==> config.mk <==
export PLATFORM = sky130hd
export DESIGN_NAME = ad_cail_feeder_flat
export DESIGN_NICKNAME = d
export VERILOG_FILES = /design/src/rtl/ad_cail_feeder_if.sv /design/src/rtl/ad_cail_feeder.sv /design/src/flat_wrapper.sv
export SDC_FILE = /design/constraint.sdc
export NUM_CORES = 1
export LEC_CHECK = 0
export BUFFER_PORTS_ARGS = -buffer_cell sky130_fd_sc_hd__buf_4
export CAP_MARGIN = 20
export CORE_ASPECT_RATIO = 2
export CORE_MARGIN = 4
export CORE_UTILIZATION = 35
export DETAILED_ROUTE_END_ITERATION = 6
export SLEW_MARGIN = 20
export SYNTH_ARGS = -nofsm -noshare
export SYNTH_HDL_FRONTEND = slang
export SYNTH_SLANG_ARGS = --single-unit
export TNS_END_PERCENT = 20
==> constraint.sdc <==
create_clock -name clk -period 2 [get_ports clk]
set_input_delay 0.1 -clock clk [delete_from_list [all_inputs] [get_ports clk]]
set_output_delay 0.1 -clock clk [all_outputs]
set_load 0.1 [all_outputs]
==> src/rtl/ad_cail_feeder_if.sv <==
// Bus interfaces of ad_cail_feeder: the AD7606 capture word stream (master = capture logic)
// and the burst link to data_cail (master = feeder).

interface ad_cail_feeder_ad_if;
  logic [15:0] ad_data;
  logic        ad_data_vld;
  logic        ad_frame_end;

  modport master (output ad_data, ad_data_vld, ad_frame_end);
  modport slave  (input  ad_data, ad_data_vld, ad_frame_end);
endinterface

interface ad_cail_feeder_cail_if #(parameter int LEN_W = 8);
  logic [15:0]      short_data;
  logic             cail_en;
  logic [LEN_W-1:0] data_len;
  logic             cail_done;

  modport master (output short_data, cail_en, data_len, input  cail_done);
  modport slave  (input  short_data, cail_en, data_len, output cail_done);
endinterface

==> src/rtl/ad_cail_feeder.sv <==
// Ping-pong frame buffer between AD7606 capture and data_cail: each captured frame is
// replayed as one gap-free burst, with overrun detection and a saturating drop counter.

module ad_cail_feeder #(
  parameter int DEPTH = 8,
  parameter int LEN_W = 8
) (
  input  logic                  clk,
  input  logic                  rst_n,
  ad_cail_feeder_ad_if.slave    ad_i,
  ad_cail_feeder_cail_if.master cail_o,
  input  logic                  clr_ovf_i,
  output logic                  busy_o,
  output logic                  ovf_flag_o,
  output logic [LEN_W-1:0]      drop_cnt_o
);

  localparam int AW = $clog2(DEPTH);
  localparam int PW = AW + 1;

  typedef enum logic [1:0] {IDLE, LOAD, STREAM, WAIT_DONE} state_e;

  state_e                 state_q, state_d;
  logic [15:0]            mem_q [2*DEPTH];
  logic [1:0]             full_q, full_d, set_full, clr_full;
  logic [1:0][PW-1:0]     len_q, len_d;
  logic                   fill_bank_q, fill_bank_d;
  logic                   in_frame_q, in_frame_d;
  logic                   drop_q, drop_d;
  logic [PW-1:0]          wptr_q, wptr_d;
  logic                   rd_bank_q, rd_bank_d;
  logic [PW-1:0]          rptr_q, rptr_d;
  logic [15:0]            short_data_q, short_data_d;
  logic                   cail_en_q, cail_en_d;
  logic [LEN_W-1:0]       data_len_q, data_len_d;
  logic                   ovf_q, ovf_d;
  logic [LEN_W-1:0]       drop_cnt_q, drop_cnt_d;
  logic                   frame_drop, wr_en;

  // Banks are filled and drained in strict alternation, so the fill bank is decided
  // once per frame at its first word: if it is still occupied, the whole frame is dropped.
  always_comb begin
    frame_drop  = in_frame_q ? drop_q : full_q[fill_bank_q];
    wr_en       = ad_i.ad_data_vld && !frame_drop && (wptr_q != PW'(DEPTH));
    fill_bank_d = fill_bank_q;
    in_frame_d  = in_frame_q;
    drop_d      = drop_q;
    wptr_d      = wptr_q;
    len_d       = len_q;
    set_full    = '0;
    ovf_d       = ovf_q;
    drop_cnt_d  = drop_cnt_q;

    if (clr_ovf_i) begin
      ovf_d      = 1'b0;
      drop_cnt_d = '0;
    end

    if (ad_i.ad_data_vld) begin
      drop_d = frame_drop;
      if (!frame_drop && (wptr_q == PW'(DEPTH))) begin
        ovf_d = 1'b1;
      end
      if (ad_i.ad_frame_end) begin
        in_frame_d = 1'b0;
        drop_d     = 1'b0;
        wptr_d     = '0;
        if (frame_drop) begin
          ovf_d = 1'b1;
          if (drop_cnt_d != '1) begin
            drop_cnt_d = drop_cnt_d + 1'b1;
          end
        end else begin
          set_full[fill_bank_q] = 1'b1;
          len_d[fill_bank_q]    = (wptr_q == PW'(DEPTH)) ? wptr_q : wptr_q + 1'b1;
          fill_bank_d           = ~fill_bank_q;
        end
      end else begin
        in_frame_d = 1'b1;
        if (wptr_q != PW'(DEPTH)) begin
          wptr_d = wptr_q + 1'b1;
        end
      end
    end
  end

  // rptr runs one ahead of the word on short_data; the burst ends when it reaches len.
  always_comb begin
    state_d      = state_q;
    rd_bank_d    = rd_bank_q;
    rptr_d       = rptr_q;
    short_data_d = short_data_q;
    cail_en_d    = 1'b0;
    data_len_d   = data_len_q;
    clr_full     = '0;

    case (state_q)
      IDLE: begin
        if (full_q[rd_bank_q]) begin
          state_d = LOAD;
        end
      end
      LOAD: begin
        data_len_d   = LEN_W'(len_q[rd_bank_q]);
        short_data_d = mem_q[{rd_bank_q, {AW{1'b0}}}];
        cail_en_d    = 1'b1;
        rptr_d       = PW'(1);
        state_d      = STREAM;
      end
      STREAM: begin
        if (rptr_q == len_q[rd_bank_q]) begin
          state_d = WAIT_DONE;
        end else begin
          short_data_d = mem_q[{rd_bank_q, rptr_q[AW-1:0]}];
          rptr_d       = rptr_q + 1'b1;
        end
      end
      WAIT_DONE: begin
        if (cail_o.cail_done) begin
          clr_full[rd_bank_q] = 1'b1;
          rd_bank_d           = ~rd_bank_q;
          state_d             = IDLE;
        end
      end
      default: state_d = IDLE;
    endcase
  end

  assign full_d = (full_q | set_full) & ~clr_full;

  always_ff @(posedge clk) begin
    if (wr_en) begin
      mem_q[{fill_bank_q, wptr_q[AW-1:0]}] <= ad_i.ad_data;
    end
  end

  always_ff @(posedge clk or negedge rst_n) begin
    if (!rst_n) begin
      state_q      <= IDLE;
      full_q       <= '0;
      len_q        <= '0;
      fill_bank_q  <= 1'b0;
      in_frame_q   <= 1'b0;
      drop_q       <= 1'b0;
      wptr_q       <= '0;
      rd_bank_q    <= 1'b0;
      rptr_q       <= '0;
      short_data_q <= '0;
      cail_en_q    <= 1'b0;
      data_len_q   <= '0;
      ovf_q        <= 1'b0;
      drop_cnt_q   <= '0;
    end else begin
      state_q      <= state_d;
      full_q       <= full_d;
      len_q        <= len_d;
      fill_bank_q  <= fill_bank_d;
      in_frame_q   <= in_frame_d;
      drop_q       <= drop_d;
      wptr_q       <= wptr_d;
      rd_bank_q    <= rd_bank_d;
      rptr_q       <= rptr_d;
      short_data_q <= short_data_d;
      cail_en_q    <= cail_en_d;
      data_len_q   <= data_len_d;
      ovf_q        <= ovf_d;
      drop_cnt_q   <= drop_cnt_d;
    end
  end

  assign cail_o.short_data = short_data_q;
  assign cail_o.cail_en    = cail_en_q;
  assign cail_o.data_len   = data_len_q;
  assign busy_o            = (state_q != IDLE);
  assign ovf_flag_o        = ovf_q;
  assign drop_cnt_o        = drop_cnt_q;

endmodule

==> src/flat_wrapper.sv <==
// flat-port wrapper written by rule: the top's interface ports become plain ports
module ad_cail_feeder_flat 
#(
  parameter int DEPTH = 8,
  parameter int LEN_W = 8
)
  (clk, rst_n, clr_ovf_i, busy_o, ovf_flag_o, drop_cnt_o, ad_i_ad_data, ad_i_ad_data_vld, ad_i_ad_frame_end, cail_o_short_data, cail_o_cail_en, cail_o_data_len, cail_o_cail_done);
  ad_cail_feeder_ad_if ad_i_i ();
  ad_cail_feeder_cail_if #(.LEN_W(LEN_W)) cail_o_i ();
  input  logic clk;
  input  logic rst_n;
  input  logic clr_ovf_i;
  output logic busy_o;
  output logic ovf_flag_o;
  output logic [LEN_W-1:0] drop_cnt_o;
  input wire logic [$bits(ad_i_i.ad_data)-1:0] ad_i_ad_data;
  input wire logic [$bits(ad_i_i.ad_data_vld)-1:0] ad_i_ad_data_vld;
  input wire logic [$bits(ad_i_i.ad_frame_end)-1:0] ad_i_ad_frame_end;
  output wire logic [$bits(cail_o_i.short_data)-1:0] cail_o_short_data;
  output wire logic [$bits(cail_o_i.cail_en)-1:0] cail_o_cail_en;
  output wire logic [$bits(cail_o_i.data_len)-1:0] cail_o_data_len;
  input wire logic [$bits(cail_o_i.cail_done)-1:0] cail_o_cail_done;
  assign ad_i_i.ad_data = ad_i_ad_data;
  assign ad_i_i.ad_data_vld = ad_i_ad_data_vld;
  assign ad_i_i.ad_frame_end = ad_i_ad_frame_end;
  assign cail_o_short_data = cail_o_i.short_data;
  assign cail_o_cail_en = cail_o_i.cail_en;
  assign cail_o_data_len = cail_o_i.data_len;
  assign cail_o_i.cail_done = cail_o_cail_done;
  ad_cail_feeder #(.DEPTH(DEPTH), .LEN_W(LEN_W)) u_core (.clk(clk), .rst_n(rst_n), .ad_i(ad_i_i), .cail_o(cail_o_i), .clr_ovf_i(clr_ovf_i), .busy_o(busy_o), .ovf_flag_o(ovf_flag_o), .drop_cnt_o(drop_cnt_o));
endmodule
### Yosys cells after proc, flatten, opt, wreduce, memory -nomap -nowiden

Memory sizes are Yosys's and may differ from the RTL's.
Cells that the tools add are included.

* register bits: 54
* memory bits (writable): 256
* bits of input ports: 22
* output and inout bits: 35
* memories: 1

Memories
* u_core.mem_q: words 16, width 16, rd ports 2, clocked after memory_dff 0, write ports 1, line ad_cail_feeder.sv:24 `logic [15:0] mem_q [2*DEPTH];`

* add/sub/neg operators: 3
* $lt $le $gt $ge: 4
* equality and inequality tests: 11
* multiplexer cells: 45
* bitwise operators: 6
* reduce and logical (&&, ||, !) cells: 15

Operators with widths (number)
* 8-bit 2-to-1 mux: 5
* 16-bit one-hot mux with 2 select lines: 1
* 4-bit 2-to-1 mux: 7
* 1-bit 2-to-1 mux: 17
* 16-bit 2-to-1 mux: 1
* 2-bit 2-to-1 mux: 8
* 4-bit by 1-bit adder with 4-bit output (second input constant): 2
* 8-bit by 1-bit adder with 8-bit output (second input constant): 1
* 8-bit bitwise mux: 1
* 8-bit inequality test (second input constant): 1
* 2-bit one-hot mux with 4 select lines: 1
* 4-bit one-hot mux with 2 select lines: 1
* 2-bit AND reduction: 3
* 3-bit AND reduction: 2
* 2-bit nonzero test: 3
* 1-bit logical AND: 5
* 4-bit demux with 1-bit select: 1
* 2-bit == test (second input constant): 2
* 4-bit == test: 1
* 4-bit == test (second input constant): 1
* 1-bit by 2-bit less-than comparator with 1-bit output (second input constant): 2
* 2-bit by 1-bit inequality test with 1-bit output (second input constant): 2
* 2-bit inequality test (second input constant): 2
* 4-bit inequality test (second input constant): 1
* other kinds (9): 13

### Depth between registers and ports, before layout

* depth in word-level cells: 9
* mapped depth: 8
* gate-level depth less buffers: 7

### Worst setup path before layout

Ideal clock, no wire load.

* kind: register to register
* from: reg u_core.drop_cnt_q[1], in the netlist u_core.drop_cnt_o[1]
* to: reg u_core.drop_cnt_q[6], in the netlist u_core.drop_cnt_o[6]
* setup time: 134 ps
* data arrival time: 2177 ps
* slack: -312 ps
* stages on the path, launching flop included: 6
* buffers on the path: 0
* cell sequence: dfrtp_1 > nand3_1 > or3_1 > nor4_1 > and3b_1 > nor3_1

* word-level cells in the longest chain between the ends: 6
* elaborated cells between the ends (all ways): 7
* classes of those cells: add/sub (1); eq/ne (1); mux (5)

RTL lines
* from (decl): line ad_cail_feeder.sv:37 `logic [LEN_W-1:0] drop_cnt_q, drop_cnt_d;`
* from (signal assigned): line ad_cail_feeder.sv:167 `drop_cnt_q <= drop_cnt_d;`
* 8-bit 2-to-1 mux (*): line ad_cail_feeder.sv:54 `if (clr_ovf_i) begin`
* 8-bit by 1-bit adder with 8-bit output / 8-bit inequality test (equally long branches): line ad_cail_feeder.sv:71, ad_cail_feeder.sv:70
* 8-bit 2-to-1 mux (*): line ad_cail_feeder.sv:70 `if (drop_cnt_d != '1) begin`
* 8-bit 2-to-1 mux (*): line ad_cail_feeder.sv:68 `if (frame_drop) begin`
* 8-bit 2-to-1 mux (*): line ad_cail_feeder.sv:64 `if (ad_i.ad_frame_end) begin`
* 8-bit 2-to-1 mux (*): line ad_cail_feeder.sv:59 `if (ad_i.ad_data_vld) begin`
* via u_core.drop_cnt_d[6]: line ad_cail_feeder.sv:37

The timed path passes the listed nets; every way through them passes the cells marked *.
A chain may end at the register's enable or synchronous reset.

### Worst setup path after layout

* from: reg u_core.rd_bank_q
* to: reg u_core.state_q[1]

* word-level cells in the longest chain between the ends: 5
* elaborated cells between the ends (all ways): 8
* classes of those cells: eq/ne (3); mux (4); reduce/logical (1)

RTL lines
* from (decl): line ad_cail_feeder.sv:31 `logic rd_bank_q, rd_bank_d;`
* from (signal assigned): line ad_cail_feeder.sv:161 `rd_bank_q <= rd_bank_d;`
* 4-bit 2-to-1 mux (implied by the code) (2 in a row): line ad_cail_feeder.sv:111 `if (rptr_q == len_q[rd_bank_q]) begin`
* 4-bit == test: line ad_cail_feeder.sv:111
* 2-bit by 1-bit inequality test with 1-bit output (no line)
* 3-bit AND reduction (no line) (*)
* to (signal assigned): line ad_cail_feeder.sv:154 `state_q <= state_d;`
* to (decl): line ad_cail_feeder.sv:23 `state_e state_q, state_d;`

Mark *: on every way between the ends. The rest lies on a longest branch, timed or not. The select of a mux whose other input is x is not followed.

==> results.md <==
Cells and area:
- The final layout contains 950 nets.
- The filler cells instantiated in the layout total 3,242.
- The area occupied by registers is 0.00905 mm².
- 0 antenna diodes ended up in the layout.
- Compared with the post-synthesis result, the final layout area differs by 19.4%.
- The area of combinational cells with multiple inputs is 0.00344 mm².
- The share of cells above drive strength 1 is 17.6%.
- The final design instance area without fill is 0.0152 mm².

Floorplanning:
- The floorplan step defined a die boundary enclosing 0.0397 mm².
- The initial core utilization is 35.5%.
- The horizontal die dimension is 143 µm.
- The number of top-level design ports is 57.
- The site row count is 98.
- The floorplan step defined a core boundary enclosing 0.0358 mm².
- The die height is 278 µm.

Yosys:
- In the post-synthesis netlist, the cell with the most instances is edfxtp_1.
- For this run, the number of Yosys warnings is 0.
- After synthesis, the most frequently instantiated cells are edfxtp_1 (256), mux2i_1 (153), a22oi_1 (64).
- The number of instances in the synthesized netlist is 814.
- The cell accounting for the most synthesized area is edfxtp_1.
- Sorting the synthesized cells by area gives the leading types as edfxtp_1 (60%), mux2i_1 (12%), dfrtp_1 (11%).
- The primary flip-flop cell chosen by synthesis mapping is edfxtp_1.
- Counting distinct cell types in the post-synthesis netlist gives 40.
- The synthesized design contains 256 enable-type register cells.
- The part of the Yosys area used for sequential elements is 71.0%.
- The synthesized design contains 310 register bits.
- The netlist area before placement is 0.0127 mm².
- The post-synthesis area per instance is 15.6 µm².
- The proportion of register bits with asynchronous set or reset after synthesis is 17.4%.
- The share of synthesized area in the top cell type comes to 60.4%.

Worst setup path:
- The arrival time of data at the critical path endpoint is 2.47 ns.
- The category of the critical setup timing path is flip-flop to flip-flop.
- Of all nets on the critical path, the largest fanout is 6.
- The worst register-to-register path has a depth of 5.
- The startpoint kind of the worst setup timing path is a flip-flop.
- The worst setup path is captured at a flip-flop.
- The data required time at the worst endpoint is 2.41 ns.

Clocking:
- TritonCTS created 25 clock buffers.
- The clock root buffer is clkbuf_16.
- The maximum clock insertion buffer count is 3.
- The clock-pin slew on the worst setup and hold paths is 0.07 ns.
- The H-tree level count is 1.
- The clock insertion delay at the later pin of the skew report is 0.53 ns.
- The TritonCTS clock tree is built.
- Clock tree synthesis found a total of 310 sinks.

Global routing:
- Entering global routing, the biggest net connects 55 pins.
- The number of antenna violations at the first check in global routing is 0.
- Across every metal layer, demand over resource in global routing totals 15.7%.
- Global routing finished with a remaining overflow of 0.
- The number of global-route vias before repair is 7,742.
- The first global-routing pass estimated 46,800 µm of wire.

Pwr:
- The switching fraction of total power is 37.7%.
- Combinational logic is responsible for 40.0% of the overall power.
- The internal power of the cells totals 13.6 mW.
- The clock network is responsible for 22.1% of the overall power.
- The worst-case vdd ir drop is 0.00128 V.
- The completed layout was analyzed and its total power is 21.8 mW.
- The leakage power is 5.51 nW.
- The part of the power in registers is 37.9%.
- In this run the power density over the cells is 1430 mW/mm².
- The power dissipated by switching net loads is 8.22 mW.

STA:
- The hold violation count in the final report was 0.
- The count of endpoints failing setup in the final report is 5.
- The post-layout minimum cycle time is 2.06 ns.
- In the finished design, the share of the clock period the worst path needs comes to 103%.
- The slack of the critical path is -0.0561 ns.
- The relative max-transition margin is 48.5%.
- Setup repair after global routing could not meet its margin everywhere.
- Derived from the worst setup path, the maximum achievable clock frequency is 0.486 GHz.
- For the pin with the worst max-slew slack, the measured transition is 0.772 ns.
- Across the routed clock network, the largest skew measured is 0.0109 ns.
- The number of pins exceeding their max-slew limit in the final report is 0.

Min path:
- The path class of the tightest hold or removal check is input port to async pin.

Routing:
- The detail route stage leaves a number of antenna-violating nets equal to 0.
- The total iterations of the first detailed-routing run is 5.
- The post-detailed-routing wire length is 31,300 µm.
- The count of unresolved DRC violations after routing is 0.
- In the final routed layout, each cell accounts on average for 22.6 µm.
- Dividing the detail-routed via count by the number of cells gives 5.24.
- After the first detailed-routing iteration, the DRC count stood at 591.
- The total vias in the final route is 7,264.

Place:
- The count of input and output buffers is 52.
- Summed over all nets, the half-perimeter wirelength after detailed placement is 20,400 µm.
- The routability congestion estimate from global placement is 0.772.
- The placed instance area is 0.0141 mm².

Outcome:
- The final reports fail on setup timing.
- The run finished, with violations left.

Job:
- Across the run, the number of max-cap violations was 0.
[critical path: stages (launching register included)]
cell and delay [ns]:
dfrtp_2 0.48, mux2i_2 0.27, xnor2_1 0.11, o41a_1 0.45
a221o_1 0.31, mux2_4 0.30
[sequential cells by signal (all words and copies together) (netlist names)]
register and flops:
u_core.mem_q 256, u_core.drop_q 1, u_core.rd_bank_q 1, u_core.in_frame_q 1
u_core.rptr_q 4, u_core.cail_o.short_data 16, u_core.fill_bank_q 1, u_core.cail_o.data_len 4
u_core.state_q 2, u_core.drop_cnt_o 8, u_core.full_q 2, u_core.wptr_q 4
u_core.ovf_flag_o 1, u_core.cail_o.cail_en 1, u_core.len_q 8
[path summary, 6_finish.rpt]
check,end,start,slack (ns)
max,u_core.state_q[1],u_core.rd_bank_q,-0.06
min,u_core.len_q[7],rst_n,0.19
max reg2reg,u_core.state_q[1],u_core.rd_bank_q,-0.06
min reg2reg,u_core.rptr_q[3],u_core.rptr_q[3],0.50
max in group asynchronous,u_core.rptr_q[1],rst_n,1.23
min in group clk,u_core.full_q[1],cail_o_cail_done,0.34
[final cells by class]
class / instances / area share (%)
clock buffer: 34 / 4.41
inverter: 14 / 0.346
timing repair buffer: 126 / 8.56
clock inverter: 11 / 0.749
tap: 450 / 3.71
sequential: 310 / 59.6
multi-input combinational: 441 / 22.7
[routing by layer]
layer  track usage [%]  up-vias  routed length [µm]
li1                  -     3339                   -
met1              16.5     3698               11100
met2              30.3      165               17800
met3              1.79       62                 985
met4              7.25        0                1450
met5                 0        -                   0
[cells by family after synthesis]
logic type,count (synthesis),synth area share [%]
muxes,165,13.1
AOI/OAI and AO/OA,140,7.65
adders and majority gates,10,0.983
other,1,0.0295
buffers and inverters,66,2.23
and+or+nand+nor,109,4.10
DFF,310,71.0
xor gates and xnor gates,13,0.895
[power groups by stage]
stage / Clock (mW) / Sequential (mW) / Combinational, mW
floorplan: 0 / 9.82 / 4.36
global placement: 0 / 8.37 / 8.58
detailed placement: 0 / 8.38 / 8.69
CTS: 4.94 / 8.26 / 8.78
global route: 5.15 / 8.33 / 9.29
finish: 4.81 / 8.26 / 8.72
[metrics by stage]
stage / setup TNS [ns] / cells / utilization (%) / hold slack, ns / setup slack, ns
global placement: -0.237 / 1316 / 39.5 / 0.218 / -0.0829
detailed placement: -1.46 / 1316 / 39.5 / 0.236 / -0.140
finish: -0.0798 / 1386 / 42.4 / 0.192 / -0.0561
global route: -1.89 / 1386 / 42.4 / 0.254 / -0.145
CTS: -0.0322 / 1385 / 42.4 / 0.209 / -0.0322
floorplan: -0.220 / 817 / - / -0.196 / -0.0282
[cells in the final DEF (no fill, tap or decap), types with 8 or more instances in the layout]
master / Yosys / final
dfrtp_1: 54 / 48
xnor2_1: 13 / 13
o22a_1: 17 / 17
inv_1: 14 / 14
clkbuf_16: 0 / 25
clkbuf_1: 30 / 8
ha_1: 10 / 9
nor2_1: 14 / 13
and3_1: 17 / 17
buf_4: 4 / 80
a22oi_1: 64 / 64
a21oi_1: 26 / 26
edfxtp_1: 256 / 256
mux2i_1: 153 / 149
o22ai_1: 18 / 18
dlygate4sd3_1: 0 / 22
nand2_1: 48 / 48
mux2_2: 11 / 11
buf_12: 0 / 24
[timing repair]
item,4_1_cts,5_1_grt
gates resized for setup,3,4
endpoints found under the setup margin,21,22
pin swaps,0,2
endpoints found under the hold margin,328,0
hold buffers,22,0
buffers inserted,2,1
Power figures use the tool's default switching activity.
